<file path="src/rtl/data_mem_master.sv">
// rtl/data_mem_master.sv - DataRAM initiator: single-word/burst load/store controller
// Optional feature macro: DMEM_BOUNDS_CHECK_EN (suppress beats at addresses >= DEPTH, sticky Err)
module data_mem_master #(
  parameter int ADDR_W = 16,
  parameter int DATA_W = 16,
  parameter int LEN_W  = 4,
  parameter int DEPTH  = 1024
) (
  input  logic              CLK,
  input  logic              RSTn,
  input  logic              ReqValid,
  output logic              ReqReady,
  input  logic              ReqWrite,
  input  logic [ADDR_W-1:0] ReqAddr,
  input  logic [LEN_W-1:0]  ReqLen,
  input  logic [DATA_W-1:0] WrData,
  input  logic              WrValid,
  output logic              WrReady,
  output logic [DATA_W-1:0] RdData,
  output logic              RdValid,
  input  logic              RdReady,
  output logic              Done,
  output logic              Err,
  output logic [ADDR_W-1:0] DataAddress,
  output logic              MemWrite,
  output logic [DATA_W-1:0] DataIn,
  input  logic [DATA_W-1:0] DataOut
);

  typedef enum logic [1:0] {IDLE, WR, RD} state_t;

  state_t            state;
  logic [ADDR_W-1:0] cur_addr;    // next address to write or to issue for a read
  logic [ADDR_W-1:0] slot_addr;   // address of the word sitting in the read output slot
  logic [ADDR_W-1:0] addr_q;      // last address driven, held while idle
  logic [LEN_W-1:0]  cnt;         // words remaining minus one
  logic              issue_done;  // every read address of the burst has been issued
  logic              slot_last;   // the word in the output slot is the final one
  logic              slot_oob;    // the word in the output slot was out of range
  logic [DATA_W-1:0] din_q;       // last written data, held outside store beats

  logic              wr_beat;
  logic              rd_take;
  logic              rd_stall;
  logic              rd_issue;
  logic              cur_oob;
  logic [ADDR_W-1:0] addr_now;

`ifdef DMEM_BOUNDS_CHECK_EN
  logic err_q;

  assign cur_oob = (32'(cur_addr) >= 32'(DEPTH));
  assign Err     = err_q;

  // Sticky out-of-range flag, cleared when the next request is accepted
  always_ff @(posedge CLK or negedge RSTn) begin
    if (!RSTn) begin
      err_q <= 1'b0;
    end else if (state == IDLE && ReqValid) begin
      err_q <= 1'b0;
    end else if ((wr_beat || rd_issue) && cur_oob) begin
      err_q <= 1'b1;
    end
  end
`else
  logic unused_depth;

  assign cur_oob      = 1'b0;
  assign Err          = 1'b0;
  assign unused_depth = (DEPTH == 0);
`endif

  // Handshake qualifiers: a store beat, a read beat consumed, a stalled read
  // beat, and a new read address issued into the (free or draining) slot
  assign wr_beat  = (state == WR) && WrValid;
  assign rd_take  = (state == RD) && RdValid && RdReady;
  assign rd_stall = (state == RD) && RdValid && !RdReady;
  assign rd_issue = (state == RD) && !issue_done && (!RdValid || RdReady);

  // While a read beat is stalled the RAM must keep re-reading that word so
  // DataOut (and hence RdData) stays stable; otherwise present the next address.
  assign addr_now    = rd_stall ? slot_addr : cur_addr;
  assign DataAddress = (state == IDLE) ? addr_q : addr_now;

  // Write strobe is combinational from the registered state so an async reset
  // drops it immediately
  assign MemWrite = wr_beat && !cur_oob;
  assign DataIn   = wr_beat ? WrData : din_q;

  // The RAM output is returned directly; out-of-range beats read as zero
  assign RdData = (RdValid && !slot_oob) ? DataOut : '0;

  // Burst controller: request acceptance, store beats, read issue/return, Done
  always_ff @(posedge CLK or negedge RSTn) begin
    if (!RSTn) begin
      state      <= IDLE;
      ReqReady   <= 1'b1;
      WrReady    <= 1'b0;
      RdValid    <= 1'b0;
      Done       <= 1'b0;
      cur_addr   <= '0;
      slot_addr  <= '0;
      addr_q     <= '0;
      cnt        <= '0;
      issue_done <= 1'b0;
      slot_last  <= 1'b0;
      slot_oob   <= 1'b0;
      din_q      <= '0;
    end else begin
      Done <= 1'b0;
      if (state != IDLE) begin
        addr_q <= addr_now;
      end
      if (wr_beat) begin
        din_q <= WrData;
      end
      case (state)
        IDLE: begin
          if (ReqValid) begin
            cur_addr   <= ReqAddr;
            cnt        <= ReqLen;
            issue_done <= 1'b0;
            ReqReady   <= 1'b0;
            if (ReqWrite) begin
              state   <= WR;
              WrReady <= 1'b1;
            end else begin
              state <= RD;
            end
          end
        end
        WR: begin
          if (WrValid) begin
            cur_addr <= cur_addr + ADDR_W'(1);
            if (cnt == '0) begin
              state    <= IDLE;
              WrReady  <= 1'b0;
              ReqReady <= 1'b1;
              Done     <= 1'b1;
            end else begin
              cnt <= cnt - LEN_W'(1);
            end
          end
        end
        RD: begin
          if (rd_issue) begin
            RdValid   <= 1'b1;
            slot_addr <= cur_addr;
            slot_oob  <= cur_oob;
            slot_last <= (cnt == '0);
            cur_addr  <= cur_addr + ADDR_W'(1);
            if (cnt == '0) begin
              issue_done <= 1'b1;
            end else begin
              cnt <= cnt - LEN_W'(1);
            end
          end else if (rd_take) begin
            RdValid <= 1'b0;
            if (slot_last) begin
              state    <= IDLE;
              ReqReady <= 1'b1;
              Done     <= 1'b1;
            end
          end
        end
        default: begin
          state <= IDLE;
        end
      endcase
    end
  end

endmodule

</file>
<file path="config.mk">
export PLATFORM = sky130hd
export DESIGN_NAME = data_mem_master
export DESIGN_NICKNAME = d
export VERILOG_FILES = /design/src/rtl/data_mem_master.sv
export SDC_FILE = /design/constraint.sdc
export NUM_CORES = 1
export LEC_CHECK = 0
export ABC_AREA = 1
export BUFFER_PORTS_ARGS = -buffer_cell sky130_fd_sc_hd__buf_4
export CELL_PAD_IN_SITES_DETAIL_PLACEMENT = 1
export CELL_PAD_IN_SITES_GLOBAL_PLACEMENT = 2
export CORE_UTILIZATION = 28
export CTS_BUF_LIST = sky130_fd_sc_hd__clkbuf_4 sky130_fd_sc_hd__clkbuf_8 sky130_fd_sc_hd__clkbuf_16
export DETAILED_ROUTE_END_ITERATION = 10
export PLACE_DENSITY = 0.8
export SLEW_MARGIN = 20
export SYNTH_ARGS = -nofsm -noshare
export SYNTH_HDL_FRONTEND = slang
export SYNTH_SLANG_ARGS = --single-unit
</file>
<file path="constraint.sdc">
create_clock -name CLK -period 1.73 [get_ports CLK]
set_input_delay 0 -clock CLK [delete_from_list [all_inputs] [get_ports CLK]]
set_output_delay 0 -clock CLK [all_outputs]
set_load 0.005 [all_outputs]
</file>
==> results.yml <==
outcome:
  status: "finished, violations left"
  violations: "negative setup slack"
setup_path:
  crit_top_cell: "buf_6"
  reg2reg_depth: 12
  critPathSlowestCell: "dfrtp_1"
  crit_type: "register to output pin"
  critPathRequiredTime_ps: 1730
  timing.rr.start: "state[1]$_DFFE_PN0P_"
  worstPathArrival_ps: 1800
  path_cells: "buf_6 -> ha_4 -> inv_4 -> nor2_4 -> buf_8 -> buf_12 -> nand2_4 -> a31oi_4 -> buf_6"
  crit_fanout: 7
  critPathCaptureType: "output pin"
  slowest_delay_ps: 370
  start_kind: "register"
  critPathTopFamily: "buffers and inverters"
  regToRegEndpoint: "cur_addr[7]$_DFFE_PN0P_"
  regToRegSetupSlack_ps: 70
  critPathBufInv: 5
  cp_num_cells: 9
drt:
  remaining_drc_errors: 0
  post_drt_wl_per_cell_um: 15.7
  finalWirelength_mm: 13.8
  num_vias: 4101
  ant_nets: 0
  first_pass_iters: 4
  via_per_inst: 4.68
  drt_iter0_markers: 162
synthesis:
  synth_area_per_cell_um2: 7.39
  synth_area_um2: 3890
  async_flop_share_pct: 100
  ys_types: 31
  synth_edf_count: 0
  synthesis.instances: 527
  synth_ff_type: "dfrtp_1"
  syn-num-nets: 591
  ys_ff_latch: 76
  yosysSeqAreaShare_pct: 48.9
  yosys_warnings: 0
timing:
  finalCritPeriodShare_pct: 104
  rsz0062_at_grt: "yes"
  hold_ws_ps: 12.5
  period_minus_slack_ps: 1800
  fmaxAchievable_ghz: 0.555
  skew_ps: 3.97
  final-setup-viol-count: 15
  finalHoldViolations: 0
  slew_violations: 0
  postLayoutSetupSlackWorst_ps: -71.2
  tns_ps: -595
power_and_ir_drop:
  peakVddDrop_v: 0.000665
  p_seq_share_pct: 27.2
  switching_share_pct: 42.4
  power_frac_clock_pct: 16.1
  p_int_mw: 7.01
  power_leakage_nw: 3.22
  powerDensity_nw_per_um2: 1940
  combPwrFrac_pct: 56.8
  total_power_mw: 12.2
  p_sw_mw: 5.15
clock_network:
  cts.sinks: 76
  cts-root-buf: "clkbuf_16"
  cts_buffers: 9
  path_clk_slew_ps: 60
  htree_levels: 3
  clk_latency_ps: 340
  clock_path_buffers: 2
  tritoncts: "yes"
place:
  place_congestion: 0.781
  port_buffers: 110
  hpwl_mm: 9.10
  dp_cells: 808
grt:
  first_global_vias: 4236
  antenna_found_initial: 0
  grt_max_degree: 36
  grt_pass1_wl_mm: 22.7
  grt.overflow.total: 0
  grt_usage_pct: 20.3
finish:
  nets: 760
  layout_commonest_cell: "nand2_1"
  layout_common_cells: "nand2_1 (200), buf_4 (122), dfrtp_1 (75), nor2_1 (50), inv_1 (46)"
  diodes: 0
  post-route-util_pct: 46.9
  area_delta_synth_final_pct: 61.3
  final_cells: 877
  layout-drive-gt1-share_pct: 31.5
hold_path:
  hold_path_depth: 5
  hold_class: "input port to register"
  holdPathEnd: "cur_addr[0]$_DFFE_PN0P_"
  min_from: "ReqAddr[0]"
die:
  initial_core_util_pct: 29.1
  die_h_um: 120
  num_io_pins: 112
  coreArea_um2: 13400
  die_w_um: 120
  die_area_um2: 14400
  rows: 42
flow_run:
  maxCapViolations: 0
==> kinds of logic (layout without fill, tap and decap cells) <==
| kind of cell | Yosys count | in the layout | synth area share [%] |
|---|---|---|---|
| flip-flops | 76 | 76 | 48.9 |
| AO/OA/AOI/OAI | 60 | 60 | 8.68 |
| other | 1 | 1 | 0.0963 |
| AND/OR/NAND/NOR | 307 | 307 | 31.8 |
| buffers and inverters | 73 | 247 | 7.74 |
| XOR/XNOR | 4 | 4 | 0.900 |
| adder cells (fa/ha/maj) | 6 | 6 | 1.93 |
==> flip-flops by register name, summed over array words and instances (netlist names) <==
name / count
addr_q: 16
cur_addr: 16
Done: 1
cnt: 4
din_q: 16
WrReady: 1
slot_last: 1
state: 2
slot_addr: 16
issue_done: 1
ReqReady: 1
RdValid: 1
==> power groups by stage <==
| stage | Combinational (mW) | Sequential (mW) | Clock, mW |
|---|---|---|---|
| floorplan | 3.06 | 3.06 | 0 |
| detailed placement | 5.37 | 3.26 | 0 |
| global placement | 5.19 | 3.23 | 0 |
| CTS | 6.68 | 3.28 | 2.00 |
| global route | 7.61 | 3.40 | 2.07 |
| finish | 6.90 | 3.30 | 1.96 |
==> worst max path at each step <==
| stage | endpoint | slack (ps) | startpoint |
|---|---|---|---|
| after detailed placement | cur_addr[2]$_DFFE_PN0P_ | -20 | state[0]$_DFFE_PN0P_ |
| after floorplan | cur_addr[2]$_DFFE_PN0P_ | 200 | state[0]$_DFFE_PN0P_ |
| after global routing | DataAddress[14] | -130 | state[1]$_DFFE_PN0P_ |
| after global placement | ReqReady$_DFFE_PN1P_ | 60 | state[0]$_DFFE_PN0P_ |
| after CTS | DataAddress[14] | -60 | state[0]$_DFFE_PN0P_ |
| final | DataAddress[14] | -70 | state[1]$_DFFE_PN0P_ |
==> area by class of cell <==
cell class                      count  area (um^2)
Sequential cell                    76         1900
Clock inverter                      4         47.5
Timing Repair Buffer              176         1590
Inverter                           54          251
Timing Repair inverter              1         11.3
Clock buffer                       12          260
Tap cell                          176          220
Multi-Input combinational cell    378         2000
Fill cell                        1605         7120
==> cells in the mapped netlist (2+ instances only) <==
cell | instances | area [um^2]
a31oi_1 | 17 | 106
buf_2 | 4 | 20.0
buf_4 | 2 | 15.0
clkbuf_1 | 12 | 45.0
clkinv_1 | 2 | 7.51
dfrtp_1 | 75 | 1880
ha_1 | 6 | 75.1
inv_1 | 48 | 180
inv_2 | 2 | 7.51
nand2_1 | 213 | 800
nand2_2 | 2 | 12.5
nand2_4 | 3 | 33.8
nand3_1 | 21 | 105
nand4_1 | 3 | 18.8
nor2_1 | 60 | 225
nor2_2 | 2 | 12.5
nor2_4 | 2 | 22.5
o21ai_0 | 29 | 145
o21ai_1 | 9 | 45.0
xor2_1 | 4 | 35.0
==> tightest hold or removal path, stage by stage <==
cell and delay, ps:
buf_4 80, nand2_2 40, o21ai_0 70, nand2_1 60, o21ai_0 60
==> through the flow <==
stage | worst slack, ps | cell area, um^2
final | -71.2 | 6280
after global placement | 57.2 | 5020
after floorplan | 203 | 3890
after CTS | -64.5 | 6210
after global routing | -135 | 6280
after detailed placement | -17.2 | 5020
==> timing repair <==
item | CTS | global route
pin swaps | 18 | 2
buffers inserted | 15 | 0
endpoints found under the hold margin | 97 | 0
endpoints found under the setup margin | 34 | 38
cloned | 4 | 0
gates resized for setup | 80 | 18
hold buffers | 34 | 0
==> routing by layer <==
layer,vias up,routed length [um],GRT usage [%],part of all wire (%)
met5,-,0,0,0
met4,0,206,6.09,1.5
li1,1985,-,-,-
met2,91,6510,33.2,47
met3,16,522,2.99,3.8
met1,2009,6570,27.6,48
No activity file was read; power rests on OpenSTA's default activity.
